## src/rtl/fetch_sequencer_pkg.sv

```systemverilog
// Shared types and defaults for the instruction-fetch sequencer.
// Latency: n/a (types and constants only).
// Backpressure: n/a.
package fetch_sequencer_pkg;

    localparam int LINE_BITS_DEF = 5;
    localparam int WORD_BITS_DEF = 32;
    localparam int CNT_BITS      = 6;

    typedef enum logic [2:0] {
        S_IDLE    = 3'd0,
        S_INC     = 3'd1,
        S_SETTLE  = 3'd2,
        S_CAPTURE = 3'd3,
        S_SHIFT   = 3'd4,
        S_DONE    = 3'd5
    } state_t;

endpackage

```

## src/rtl/fetch_sequencer_word_deserialiser.sv

```systemverilog
// Serial-in, LSB-first word assembler with clear and accepted-bit counter.
// Latency: one bit per enabled edge; tc is combinational on the edge taking the last bit.
// Backpressure: en low holds both the partial word and the count.
module fetch_sequencer_word_deserialiser
    import fetch_sequencer_pkg::*;
#(
    parameter int WORD_BITS = WORD_BITS_DEF
) (
    input  logic                 clk,
    input  logic                 rst,
    input  logic                 clr,
    input  logic                 en,
    input  logic                 bit_in,
    output logic [WORD_BITS-1:0] word,
    output logic                 tc
);

    logic [WORD_BITS-1:0] word_q, word_d;
    logic [CNT_BITS-1:0]  count_q, count_d;

    // Clear wins over shift; new bits enter at the MSB so the first bit ends at bit 0.
    always_comb begin
        word_d  = word_q;
        count_d = count_q;
        if (clr) begin
            word_d  = '0;
            count_d = '0;
        end else if (en) begin
            word_d  = {bit_in, word_q[WORD_BITS-1:1]};
            count_d = count_q + CNT_BITS'(1);
        end
    end

    // Shift register and counter state.
    always_ff @(posedge clk or posedge rst) begin
        if (rst) begin
            word_q  <= '0;
            count_q <= '0;
        end else begin
            word_q  <= word_d;
            count_q <= count_d;
        end
    end

    assign tc   = en && !clr && (count_q == CNT_BITS'(WORD_BITS - 1));
    assign word = word_q;

endmodule

```

## src/rtl/fetch_sequencer.sv

```systemverilog
// Instruction fetch: step PC, capture bus address, read store line serially, hand word to control.
// Latency: WORD_VALID rises 35 edges after START with STORE_RDY high; +1 per STORE_RDY-low SHIFT cycle.
// Backpressure: STORE_RDY stalls shifting; WORD held in DONE until WORD_ACK.
module fetch_sequencer
    import fetch_sequencer_pkg::*;
#(
    parameter int LINE_BITS = LINE_BITS_DEF,
    parameter int WORD_BITS = WORD_BITS_DEF
) (
    input  logic                 CLK,
    input  logic                 RESET,
    input  logic                 START,
    input  logic [WORD_BITS-1:0] BUS,
    output logic                 PC_OE_n,
    output logic                 PC_STEP,
    input  logic                 STORE_RDY,
    input  logic                 STORE_BIT,
    output logic [LINE_BITS-1:0] LINE,
    output logic                 LINE_VALID,
    output logic [WORD_BITS-1:0] WORD,
    output logic                 WORD_VALID,
    input  logic                 WORD_ACK,
    output logic                 BUSY
);

    state_t               state_q, state_d;
    logic                 pc_oe_n_q, pc_oe_n_d;
    logic                 pc_step_q, pc_step_d;
    logic                 line_valid_q, line_valid_d;
    logic                 word_valid_q, word_valid_d;
    logic                 busy_q, busy_d;
    logic [LINE_BITS-1:0] line_q, line_d;
    logic                 shift_en;
    logic                 shift_clr;
    logic                 shift_tc;
    logic                 bus_hi_unused;

    // Only the low address bits select a store line; the PC wraps silently.
    assign bus_hi_unused = ^BUS[WORD_BITS-1:LINE_BITS];

    assign shift_en  = (state_q == S_SHIFT) && STORE_RDY;
    assign shift_clr = (state_q == S_CAPTURE);

    fetch_sequencer_word_deserialiser #(
        .WORD_BITS (WORD_BITS)
    ) u_deser (
        .clk    (CLK),
        .rst    (RESET),
        .clr    (shift_clr),
        .en     (shift_en),
        .bit_in (STORE_BIT),
        .word   (WORD),
        .tc     (shift_tc)
    );

    // State register plus registered Moore outputs; reset also releases the PC bus driver.
    always_ff @(posedge CLK or posedge RESET) begin
        if (RESET) begin
            state_q      <= S_IDLE;
            pc_oe_n_q    <= 1'b1;
            pc_step_q    <= 1'b0;
            line_valid_q <= 1'b0;
            word_valid_q <= 1'b0;
            busy_q       <= 1'b0;
            line_q       <= '0;
        end else begin
            state_q      <= state_d;
            pc_oe_n_q    <= pc_oe_n_d;
            pc_step_q    <= pc_step_d;
            line_valid_q <= line_valid_d;
            word_valid_q <= word_valid_d;
            busy_q       <= busy_d;
            line_q       <= line_d;
        end
    end

    // Next-state: START only honoured from IDLE or on the acknowledging edge in DONE.
    always_comb begin
        state_d = state_q;
        case (state_q)
            S_IDLE:    if (START) state_d = S_INC;
            S_INC:     state_d = S_SETTLE;
            S_SETTLE:  state_d = S_CAPTURE;
            S_CAPTURE: state_d = S_SHIFT;
            S_SHIFT:   if (shift_tc) state_d = S_DONE;
            S_DONE:    if (WORD_ACK) state_d = START ? S_INC : S_IDLE;
            default:   state_d = S_IDLE;
        endcase
    end

    // Outputs decoded from the next state so every output flop matches the state it enters.
    always_comb begin
        pc_step_d    = (state_d == S_INC);
        pc_oe_n_d    = !((state_d == S_SETTLE) || (state_d == S_CAPTURE));
        line_valid_d = (state_d == S_SHIFT);
        word_valid_d = (state_d == S_DONE);
        busy_d       = (state_d != S_IDLE);
        line_d       = line_q;
        if (state_q == S_CAPTURE) begin
            line_d = BUS[LINE_BITS-1:0];
        end
    end

    assign PC_OE_n    = pc_oe_n_q;
    assign PC_STEP    = pc_step_q;
    assign LINE       = line_q;
    assign LINE_VALID = line_valid_q;
    assign WORD_VALID = word_valid_q;
    assign BUSY       = busy_q;

endmodule
```

## config.mk

```make
export PLATFORM = sky130hd
export DESIGN_NAME = fetch_sequencer
export DESIGN_NICKNAME = d
export VERILOG_FILES = /design/src/rtl/fetch_sequencer_pkg.sv /design/src/rtl/fetch_sequencer_word_deserialiser.sv /design/src/rtl/fetch_sequencer.sv
export SDC_FILE = /design/constraint.sdc
export NUM_CORES = 1
export LEC_CHECK = 0
export CAP_MARGIN = 5
export CORE_MARGIN = 5
export CORE_UTILIZATION = 30
export DETAILED_ROUTE_END_ITERATION = 6
export GPL_TIMING_DRIVEN = 0
export PLACE_DENSITY = 0.56
export SYNTH_ARGS = -nofsm -noshare
export SYNTH_HDL_FRONTEND = slang
export SYNTH_SLANG_ARGS = --single-unit
export TNS_END_PERCENT = 30
```

## constraint.sdc

```tcl
create_clock -name CLK -period 3.61 [get_ports CLK]
set_input_delay 0.722 -clock CLK [delete_from_list [all_inputs] [get_ports CLK]]
set_output_delay 0.722 -clock CLK [all_outputs]
set_load 0.03 [all_outputs]
```

# Yosys cells after proc, flatten, opt, wreduce, memory -nomap -nowiden

Index checks and enable logic that the tools add are counted.

Add/subtract/negate cells: 1
$mul: 0
Divide/modulo/power cells: 0
Magnitude comparators: 0
Eq/ne operators: 11
Shifts and indexed selects: 0
Multiplexer cells: 9
Bitwise logic cells: 0
Reduce and logical (&&, ||, !) cells: 9

Operators by type and width:

| kind                                                                   | count |
|---|---|
| 32-bit two-way mux                                                     | 2 |
| 3-bit one-hot mux with 6 select lines                                  | 1 |
| 3-bit by 2-bit equality test with 1-bit output (second input constant) | 4 |
| 3-bit equality test (second input constant)                            | 4 |
| 6-bit two-way mux                                                      | 2 |
| 3-bit two-way mux                                                      | 3 |
| 6-bit by 1-bit adder with 6-bit output (second input constant)         | 1 |
| 3-bit by 1-bit equality test with 1-bit output (second input constant) | 2 |
| 6-bit by 5-bit equality test with 1-bit output (second input constant) | 1 |
| 1-bit logical AND                                                      | 3 |
| 3-bit zero test                                                        | 1 |
| 3-bit nonzero test                                                     | 1 |
| 1-bit zero test                                                        | 2 |
| 2-bit nonzero test                                                     | 1 |
| 1-bit logical OR                                                       | 1 |
| 1-bit two-way mux                                                      | 1 |

Bits in registers: 51
Latch bits: 0
Bits in writable memories: 0
Memory bits (read-only): 0
Bits of input ports: 38
Output and inout bits: 42
Memories kept: 0

# Depth between registers and ports, before layout

Depth in word-level cells: 9
Gate-level depth with buffers: 6
Mapped depth without buffers: 4

# By module

From an unflattened synthesis, not the netlist that was laid out.

Cells, all modules: 174
Area total of the unflattened synthesis: 2,159.6 um^2

By module, submodules not included:

| module                            | instances | cells an instance | area each (um^2) | seq. area each (um^2) |
|---|---|---|---|---|
| fetch_sequencer_word_deserialiser | 1         | 130               | 1,567.8          | 950.9 |
| fetch_sequencer                   | 1         | 44                | 591.8            | 326.6 |

# Least setup slack after synthesis

No wires, ideal clock.

Kind: in2reg
From: input port STORE_RDY
To: register line_valid_q (netlist: LINE_VALID)
Data arrival time: 1,485 ps
Required time: 3,490 ps
Path slack: 2,006 ps
Cell stages on the path: 4
Cell sequence: and4bb_4 -> and4_4 -> nand3b_4 -> and3_1

Cells in the longest elaborated chain, start to end: 6

RTL lines:

| item                                  | line                                    | text |
|---|---|---|
| start: declaration                    | fetch_sequencer.sv:16                   | `input logic STORE_RDY,` |
| 1-bit logical AND                     | fetch_sequencer.sv:41                   | `assign shift_en = (state_q == S_SHIFT) && STORE_RDY;` |
| 1-bit logical AND (2 in a row)        | fetch_sequencer_word_deserialiser.sv:45 | `assign tc = en && !clr && (count_q == CNT_BITS'(WORD_BITS - 1));` |
| 3-bit two-way mux                     | fetch_sequencer.sv:85                   | `S_SHIFT: if (shift_tc) state_d = S_DONE;` |
| 3-bit one-hot mux with 6 select lines | fetch_sequencer.sv:80                   | `case (state_q)` |
| 3-bit equality test                   | fetch_sequencer.sv:95                   | `line_valid_d = (state_d == S_SHIFT);` |
| via line_valid_d                      | fetch_sequencer.sv:29                   | `logic line_valid_q, line_valid_d;` |
| end signal: assignment                | fetch_sequencer.sv:70                   | `line_valid_q <= line_valid_d;` |
| end: declaration                      | fetch_sequencer.sv:29                   |  |

The timed path passes the listed nets, and every way through them passes these cells.
A chain may end at the register's enable or synchronous reset.

# Final worst setup path

From: register pc_oe_n_q (netlist: PC_OE_n)
To: output port PC_OE_n

RTL lines:

| item                     | line                  | text |
|---|---|---|
| start: declaration       | fetch_sequencer.sv:27 | `logic pc_oe_n_q, pc_oe_n_d;` |
| start signal: assignment | fetch_sequencer.sv:68 | `pc_oe_n_q <= pc_oe_n_d;` |
| end: declaration         | fetch_sequencer.sv:14 | `output logic PC_OE_n,` |

No word-level cell between the ends.

==> PnR_summary.wiki <==
{| class="wikitable"
! Metric !! Value
|-
| Post-CTS clock slew at the launch and capture registers of the worst setup and hold paths || 0.09 ns
|-
| Delay of the slowest cell on the worst path || 0.65 ns
|-
| Reg2reg setup slack || 2.11 ns
|-
| Placer congestion estimate || 0.6479
|-
| Gr ovfl total || 0
|-
| Crit path max-delay cell type || sky130_fd_sc_hd__clkdlybuf4s50_1
|-
| Layout net count || 249
|-
| Crit path arrival time || 1.47 ns
|-
| Unrepaired setup endpoints after global routing || false
|-
| Number of buffers added for setup after CTS || 0
|-
| Number of filler cells placed in the layout || 622
|-
| Nets in the synthesized netlist || 189
|-
| Antenna viol nets, final || 0
|-
| Total standard cell area after synthesis || 1977 µm²
|-
| Time the final worst path needs with I/O delays and setup || 2.195 ns
|-
| Critical path required time || 2.89 ns
|-
| Critical Path Source || PC_OE_n$_DFF_PP1_
|-
| Number of ports placed on the die boundary || 80
|-
| Per-cell routed wire length || 13.95 µm
|-
| Highest attainable clock frequency || 455.5 MHz
|-
| Highest-count cells in the layout ignoring fill and taps || sky130_fd_sc_hd__clkdlybuf4s50_1, sky130_fd_sc_hd__dfrtp_1, sky130_fd_sc_hd__a22o_1
|-
| 1st-iter DRT viols || 58
|-
| CP Launch Type || flop
|-
| Synthesis Warnings || 0
|-
| Floorplan die width || 91.18 µm
|-
| Top fanout value on the critical path || 1
|-
| Most used DFF post-synth || sky130_fd_sc_hd__dfrtp_1
|-
| Drt via density || 4.676
|-
| Floorplan row count || 29
|-
| Post-route setup TNS || 0 ns
|-
| Vias || 1342
|-
| Final worst-path cycle share || 60.81%
|-
| Yosys cell types || 31
|-
| H-tree lvl count || 2
|-
| Clock latency at the later pin of the worst-skew pair || 0.30 ns
|-
| Number of hold buffers added after CTS || 0
|-
| Sequential fraction of the synthesis area || 64.62%
|-
| Number of global-route vias before repair || 1400
|-
| Most common library cell in the layout ignoring fill and taps || sky130_fd_sc_hd__clkdlybuf4s50_1
|-
| CP bufs+invs || 1
|-
| Remaining max-slew budget at the tightest pin || 77.09%
|-
| Final Hold Viols || 0
|-
| Number of synthesized flops with an enable pin || 0
|-
| Total CTS buffers || 5
|-
| Maxcap violations || 0
|-
| Die Area || 8313 µm²
|-
| Height of the die || 91.18 µm
|-
| Count of input and output buffers || 52
|-
| Area of the placeable core || 6386 µm²
|-
| Crit path kind || flop to primary output
|-
| Half-perimeter wire length after placement || 2783 µm
|-
| Capture instance of the worst register-to-register path || LINE_VALID$_DFF_PP0_
|-
| CTS max path bufs || 2
|-
| Area overhead of the layout relative to synthesis || 36.65%
|-
| Hold path startpoint || LINE[0]$_DFFE_PP0N_
|-
| Lkg Pwr || 1.290 nW
|-
| First-pass iteration count of the detailed router || 4
|-
| Count of final max-slew check failures || 0
|-
| CTS sink count || 51
|-
| Global router's overall resource usage || 10.10%
|-
| Number of cells upsized or downsized after cts || 0
|-
| Number of storage elements in the synthesis netlist || 51
|-
| Slew @ Worst Pin || 0.3431 ns
|-
| Initial standard-cell utilization of the core || 30.96%
|-
| Wirelength, routed || 4004 µm
|-
| Top cell family by delay on the critical path || buffers and inverters
|-
| Synthesized instance count || 150
|-
| Critical path depth in cells || 1
|-
| Power per cell area || 591.4 nW/µm²
|-
| Clock Tree Root || sky130_fd_sc_hd__clkbuf_8
|-
| Critical path destination || PC_OE_n
|-
| Global-route wire length before repair || 6934 µm
|-
| Worst R2R Path Depth || 5
|-
| Share of final-layout standard cells stronger than drive strength 1 || 11.90%
|-
| Result of the run || finished clean
|-
| Mean post-synth cell area || 13.18 µm²
|-
| FFs w/ async S/R, synth || 100.0%
|-
| Number of antenna diodes || 0
|-
| Setup clock skew after layout || 0.006717 ns
|-
| Pin count of the biggest net entering global routing || 37
|-
| Worst Setup End Kind || primary output
|-
| Detailed-route DRC error count || 0
|-
| Hold/Removal Path Class || flop to flop
|-
| Sum of internal, switching and leakage power || 1.597 mW
|-
| Clock tree from TritonCTS || built
|-
| Maximum ir drop on the vdd rail || 0.2586 mV
|-
| Antenna violations before repair || 0
|-
| Crit-path cells || clkdlybuf4s50_1
|-
| Final setup vio count || 0
|-
| Reg-to-Reg Start || state_q[1]$_DFF_PP0_
|}
==> worst min-delay path by stage <==
stage,endpoint,depth (start not counted)
CTS,LINE[0]$_DFFE_PP0N_,2
finish,LINE[0]$_DFFE_PP0N_,2
global placement,LINE[4]$_DFFE_PP0N_,2
detailed placement,LINE[0]$_DFFE_PP0N_,2
global route,LINE[1]$_DFFE_PP0N_,2
floorplan,u_deser.count_q[1]$_DFFE_PP0P_,1
==> per-layer routing <==
metal  track usage (%)  wire (µm)  share of wire [%]  vias to the layer above
li1                  -          -                  -                      647
met2             15.02       1831                 46                       30
met3             3.719        255                6.4                        6
met4             3.301         55                1.4                        0
met1             13.65       1862                 47                      659
met5                 0          0                  0                        -
==> kinds of logic (layout without fill, tap and decap cells) <==
logic type                 after synthesis  count (layout)  synth area share [%]
AOI/OAI and AO/OA                       37              37                 15.82
xor gates and xnor gates                 5               5                 2.215
muxes                                    2               2                 1.076
buffers and inverters                   12              72                 4.367
and+or+nand+nor                         42              42                 11.27
DFF                                     51              51                 64.62
adders and majority gates                1               1                0.6328
==> through the flow <==
stage | area [µm²] | setup WS, ns | cells | utilization, % | hold WS [ns]
floorplan | 1977 | 1.660 | 150 | - | 0.4839
global placement | 2594 | 0.6299 | 279 | 40.62 | 0.4589
detailed placement | 2614 | 1.477 | 280 | 40.93 | 0.4611
CTS | 2701 | 1.395 | 287 | 42.30 | 0.4832
global route | 2701 | 1.383 | 287 | 42.30 | 0.5075
finish | 2701 | 1.415 | 287 | 42.30 | 0.4781
==> Yosys cell counts (all sizes together), types with 2 or more instances <==
master,count,area (µm²)
xor2,4,35.03
nor2,9,41.29
dfrtp,50,1251
a22o,32,280.3
buf,8,61.31
and3,2,12.51
clkbuf,2,17.51
inv,2,7.510
a21oi,2,10.01
nand2,21,78.83
a21boi,2,15.01
==> worst register-to-register path: cells and delay by family, from the launching register on <==
| kind | cells | cell delay [ns] |
|---|---|---|
| and+or+nand+nor | 4 | 0.89 |
| buffers and inverters | 1 | 0.13 |
| DFF | 1 | 0.38 |
==> where the power goes <==
part | switching [mW] | internal (mW) | total, mW
logic | 0.327 | 0.231 | 0.559
registers | 0.0523 | 0.660 | 0.712
clock network | 0.176 | 0.151 | 0.327
==> sequential cells by signal (all words and copies together) (netlist names) <==
name and flops:
PC_OE_n 1, u_deser.count_q 6, state_q 3, WORD_VALID 1
u_deser.word 32, BUSY 1, LINE 5, PC_STEP 1
LINE_VALID 1
==> cell type report <==
class / count / area [µm²] / share of cell area, %
plain buffers: 10 / 78.83 / 2.918
clock buffers: 6 / 82.58 / 3.057
clock inverters: 1 / 5.005 / 0.1853
inverters: 2 / 7.507 / 0.2779
multi-input cells: 87 / 613.1 / 22.70
flip-flops and latches: 51 / 1277 / 47.29
well taps: 77 / 96.34 / 3.566
repair buffers: 53 / 540.5 / 20.01
Power figures use the tool's default switching activity.
==> RTL change 1, RTL diff (same flow settings) <==
Set the package constant `CNT_BITS` to 3 (it was 6).
--- a/src/rtl/fetch_sequencer_pkg.sv
+++ b/src/rtl/fetch_sequencer_pkg.sv
@@ -5,7 +5,7 @@
 
     localparam int LINE_BITS_DEF = 5;
     localparam int WORD_BITS_DEF = 32;
-    localparam int CNT_BITS      = 6;
+    localparam int CNT_BITS      = 3;
 
     typedef enum logic [2:0] {
         S_IDLE    = 3'd0,
Check against the original RTL: same outputs for any inputs over 10 cycles, from zero or initial values and one cycle with RESET high; that may be too few to reach the edited logic, so the function may still have changed.
==> RTL change 1 against the unedited design <==
Design area is 2.8% lower. Clock skew is 3.1 ps lower. Worst setup slack better by 8.1 ps. Sequential cell count is 3 lower. Clock power is 34% higher. Total power is 6.4% higher. Synthesized cell count is 14% lower. Wire length is 1.8% lower. Area after synthesis is 5.8% lower. Non-clock buffer count stayed put. Critical path type unchanged.
==> RTL change 1: results <==
{
  "status": "completed",
  "cts.repair.resized": 0,
  "vias": 1268,
  "cpPeakStageDelay_ps": 660,
  "p_switching_w": 0.000535,
  "root_buffer": "clkbuf_8",
  "syn_nets": 169,
  "hp-class": "flop to flop",
  "insertion_delay_ps": 290,
  "r2r-start": "state_q[2]",
  "relSlewSlack": 0.711,
  "fin_nets": 229,
  "grt_usage": 0.106,
  "min_from": "u_deser.word[0]",
  "worst_hold_slack_ps": 514,
  "gp_congestion": 0.775,
  "holdPathEnd": "u_deser.word[0]",
  "yosysUniqueCellTypes": 26,
  "rrSetupSlack_ps": 2010,
  "async_flop_share": 1.00,
  "rr_worst_depth": 5,
  "layout-drive-gt1-share": 0.153,
  "crit_family": "buffers and inverters",
  "core_area_um2": 5990,
  "cp.arrival_ps": 1470,
  "ys_seq_area_frac": 0.645,
  "peakVddDrop_mv": 0.436,
  "synth_common_cells": "dfrtp_1 (47), a22o_1 (33), buf_6 (7), mux2_2 (7), inv_1 (5)",
  "clk_pin_slew_worst_paths_ps": 80,
  "grt_antenna_before_repair": 0,
  "largest_register_ffs": 32,
  "syn_area_per_cell_um2": 14.4,
  "viasPerCell": 4.80,
  "antenna-diode-count": 0,
  "cts_setup_buffers": 0,
  "dpl.cell_count": 257,
  "dp_hpwl_um": 2870,
  "grt_max_degree": 30,
  "drt_first_iter_violations": 67,
  "drt-total-wl_um": 3930,
  "min_path_cells": 1,
  "cts_made_buffers": 5,
  "worstReg2RegEnd": "u_deser.word[26]",
  "clock_skew_ps": 3.62,
  "grt_pass1_wl_um": 6530,
  "yosys-top-cells-area": "dfrtp_1 (63%), a22o_1 (16%), buf_6 (4.2%)",
  "portBuffers": 52,
  "crit_slowest_cell": "clkdlybuf4s50_1",
  "p_leak_nw": 1.20
}
## RTL change 1: cell count changes after synthesis, sizes merged, moves of 3 or more
cell / unedited run / this run
dfrtp: 50 / 47
xor2: 4 / 1
nand2: 21 / 4
inv: 2 / 5
nor2: 9 / 2
mux2: 1 / 7
## RTL change 1: how the worst max path moves through the flow
stage / start / end / cells past startpoint
after detailed placement: STORE_RDY / u_deser.word[5] / 7
after global routing: PC_OE_n / PC_OE_n / 1
after global placement: RESET / BUSY / 2
final: PC_OE_n / PC_OE_n / 1
after floorplan: RESET / BUSY / 1
after CTS: PC_OE_n / PC_OE_n / 1
## RTL change 1: kinds of logic after synthesis
family                   after synthesis  synth area share
flip-flops                            48             0.645
AO/OA/AOI/OAI                         40             0.179
buffers and inverters                 15            0.0604
AND/OR/NAND/NOR                       15            0.0490
multiplexers                           8            0.0477
adder cells (fa/ha/maj)                2            0.0134
XOR/XNOR                               1           0.00470
## RTL change 1: layout make-up
type / count / area [um2]
fillers: 553 / 3360
flip-flops and latches: 48 / 1200
multi-input cells: 66 / 548
repair buffers: 53 / 541
plain buffers: 10 / 93.8
well taps: 75 / 93.8
clock buffers: 5 / 68.8
clock inverters: 2 / 60.1
inverters: 5 / 18.8
## RTL change 1: power by group through the flow
stage,clock [W],combinational (W),sequential [W]
final,0.000438,0.000590,0.000672
after CTS,0.000451,0.000598,0.000674
after global placement,0,0.000587,0.000680
after floorplan,0,0.000286,0.000793
after global routing,0.000475,0.000635,0.000683
after detailed placement,0,0.000595,0.000681
## RTL change 1: metrics by stage
| step | utilization | setup WS [ps] | instance area [um2] |
|---|---|---|---|
| final | 0.438 | 1420 | 2630 |
| after global routing | 0.438 | 1380 | 2630 |
| after CTS | 0.438 | 1400 | 2630 |
| after detailed placement | 0.417 | 1440 | 2500 |
| after global placement | 0.414 | 892 | 2480 |
| after floorplan | - | 1750 | 1860 |
## RTL change 1: routing by layer
layer	track usage	up-vias	share of wire
li1	-	587	-
met1	0.147	638	0.46
met2	0.162	43	0.44
met3	0.0372	0	0.097
met4	0.0206	0	0
met5	0	-	0
==> RTL change 2, RTL diff (config.mk and constraints unchanged) <==
Without the edit above. Encoding of `state_t`: now one-hot (6 bits for 6 states).
--- a/src/rtl/fetch_sequencer_pkg.sv
+++ b/src/rtl/fetch_sequencer_pkg.sv
@@ -7,13 +7,13 @@
     localparam int WORD_BITS_DEF = 32;
     localparam int CNT_BITS      = 6;
 
-    typedef enum logic [2:0] {
-        S_IDLE    = 3'd0,
-        S_INC     = 3'd1,
-        S_SETTLE  = 3'd2,
-        S_CAPTURE = 3'd3,
-        S_SHIFT   = 3'd4,
-        S_DONE    = 3'd5
+    typedef enum logic [5:0] {
+        S_IDLE    = 6'b000001,
+        S_INC     = 6'b000010,
+        S_SETTLE  = 6'b000100,
+        S_CAPTURE = 6'b001000,
+        S_SHIFT   = 6'b010000,
+        S_DONE    = 6'b100000
     } state_t;
 
 endpackage
Check against the original RTL: same outputs for any inputs over 10 cycles, from zero or initial values and one cycle with RESET high; not proved beyond that.
==> RTL change 2 against the unedited design <==
Sequential power is 25% higher. Total power rose by 24%. Area after synthesis grew 24%. Non-clock buffer count grew 6. Worst setup slack worse by 1.0 ps. Sequential cell count is 3 higher. Wire length increased by 27%. Design area up 19%.
==> RTL change 2: results <==
{
  "wl_met3_um": 204,
  "worst_hold_slack_ps": 486,
  "fin_nets": 337,
  "fill_cells": 842,
  "rr_worst_depth": 7,
  "grtUsageMet3": 0.0174,
  "wl_met2_um": 2370,
  "holdPathEnd": "LINE[2]",
  "synthFlopType": "dfrtp_1",
  "grt_pass1_wl_um": 8740,
  "synth-xor-area-share": 0.0107,
  "grt_usage": 0.106,
  "grt_max_degree": 31,
  "layout-drive-gt1-share": 0.181,
  "drt_first_iter_violations": 25,
  "r2r-start": "state_q[3]",
  "yosysUniqueCellTypes": 36,
  "vias": 1820,
  "rrSetupSlack_ps": 1620,
  "peakVddDrop_mv": 0.176,
  "yosys-top-cells-area": "dfrtp_1 (53%), nand2_1 (13%), nand3_2 (9.8%)",
  "worstReg2RegEnd": "u_deser.word[0]",
  "clock_skew_ps": 13.3,
  "syn_nets": 277,
  "synth_common_cells": "nand2_1 (84), dfrtp_1 (52), nand3_2 (24), nand3_1 (12)",
  "synth-compound-area-share": 0.0255,
  "wl_met1_um": 2400,
  "ys_seq_area_frac": 0.553,
  "met2_usage": 0.175,
  "grt_pass1_vias": 1861,
  "synthAdderAreaFrac": 0.00919,
  "min_from": "LINE[2]",
  "wire_per_inst_um": 12.5,
  "antenna-diode-count": 0,
  "worstMarginPinSlew_ps": 611,
  "synth_mux_area_frac": 0.00409,
  "status": "completed"
}
## RTL change 2: worst max-delay path by stage
stage                     from                to  slack [ps]  cells past startpoint
global route        state_q[2]   u_deser.word[4]        1350                      7
CTS                    PC_OE_n           PC_OE_n        1390                      1
global placement         RESET  u_deser.word[23]         450                      2
finish                 PC_OE_n           PC_OE_n        1410                      1
detailed placement   STORE_RDY  u_deser.word[17]        1330                      6
floorplan                RESET              BUSY        1580                      1
## RTL change 2: power breakdown
| part | internal (W) | leakage (nW) | switching [W] |
|---|---|---|---|
| combinational | 0.000337 | 0.769 | 0.000417 |
| sequential | 0.000760 | 0.705 | 0.000130 |
| clock | 0.000137 | 0.0441 | 0.000205 |
## RTL change 2: logic make-up (layout without fill, tap and decap cells)
family                     Yosys count  count (layout)
buffers and inverters               17              78
adders and majority gates            2               2
muxes                                1               1
and+or+nand+nor                    150             150
AOI/OAI and AO/OA                   11              11
xor gates and xnor gates             3               3
DFF                                 54              54
## RTL change 2: metrics by stage
step | instances | worst slack (ps) | util | power [W]
after floorplan | 238 | 1580 | - | 0.00136
after global placement | 395 | 451 | 0.383 | 0.00166
after detailed placement | 396 | 1330 | 0.386 | 0.00167
after CTS | 404 | 1390 | 0.397 | 0.00202
after global routing | 404 | 1350 | 0.397 | 0.00211
final | 404 | 1410 | 0.397 | 0.00199
## RTL change 2: layout make-up
class | count | area (um2) | share of cell area
well taps | 105 | 131 | 0.0409
multi-input cells | 167 | 943 | 0.294
plain buffers | 16 | 149 | 0.0464
repair buffers | 53 | 541 | 0.168
clock buffers | 5 | 68.8 | 0.0214
flip-flops and latches | 54 | 1350 | 0.422
clock inverters | 3 | 21.3 | 0.00662
inverters | 1 | 3.75 | 0.00117
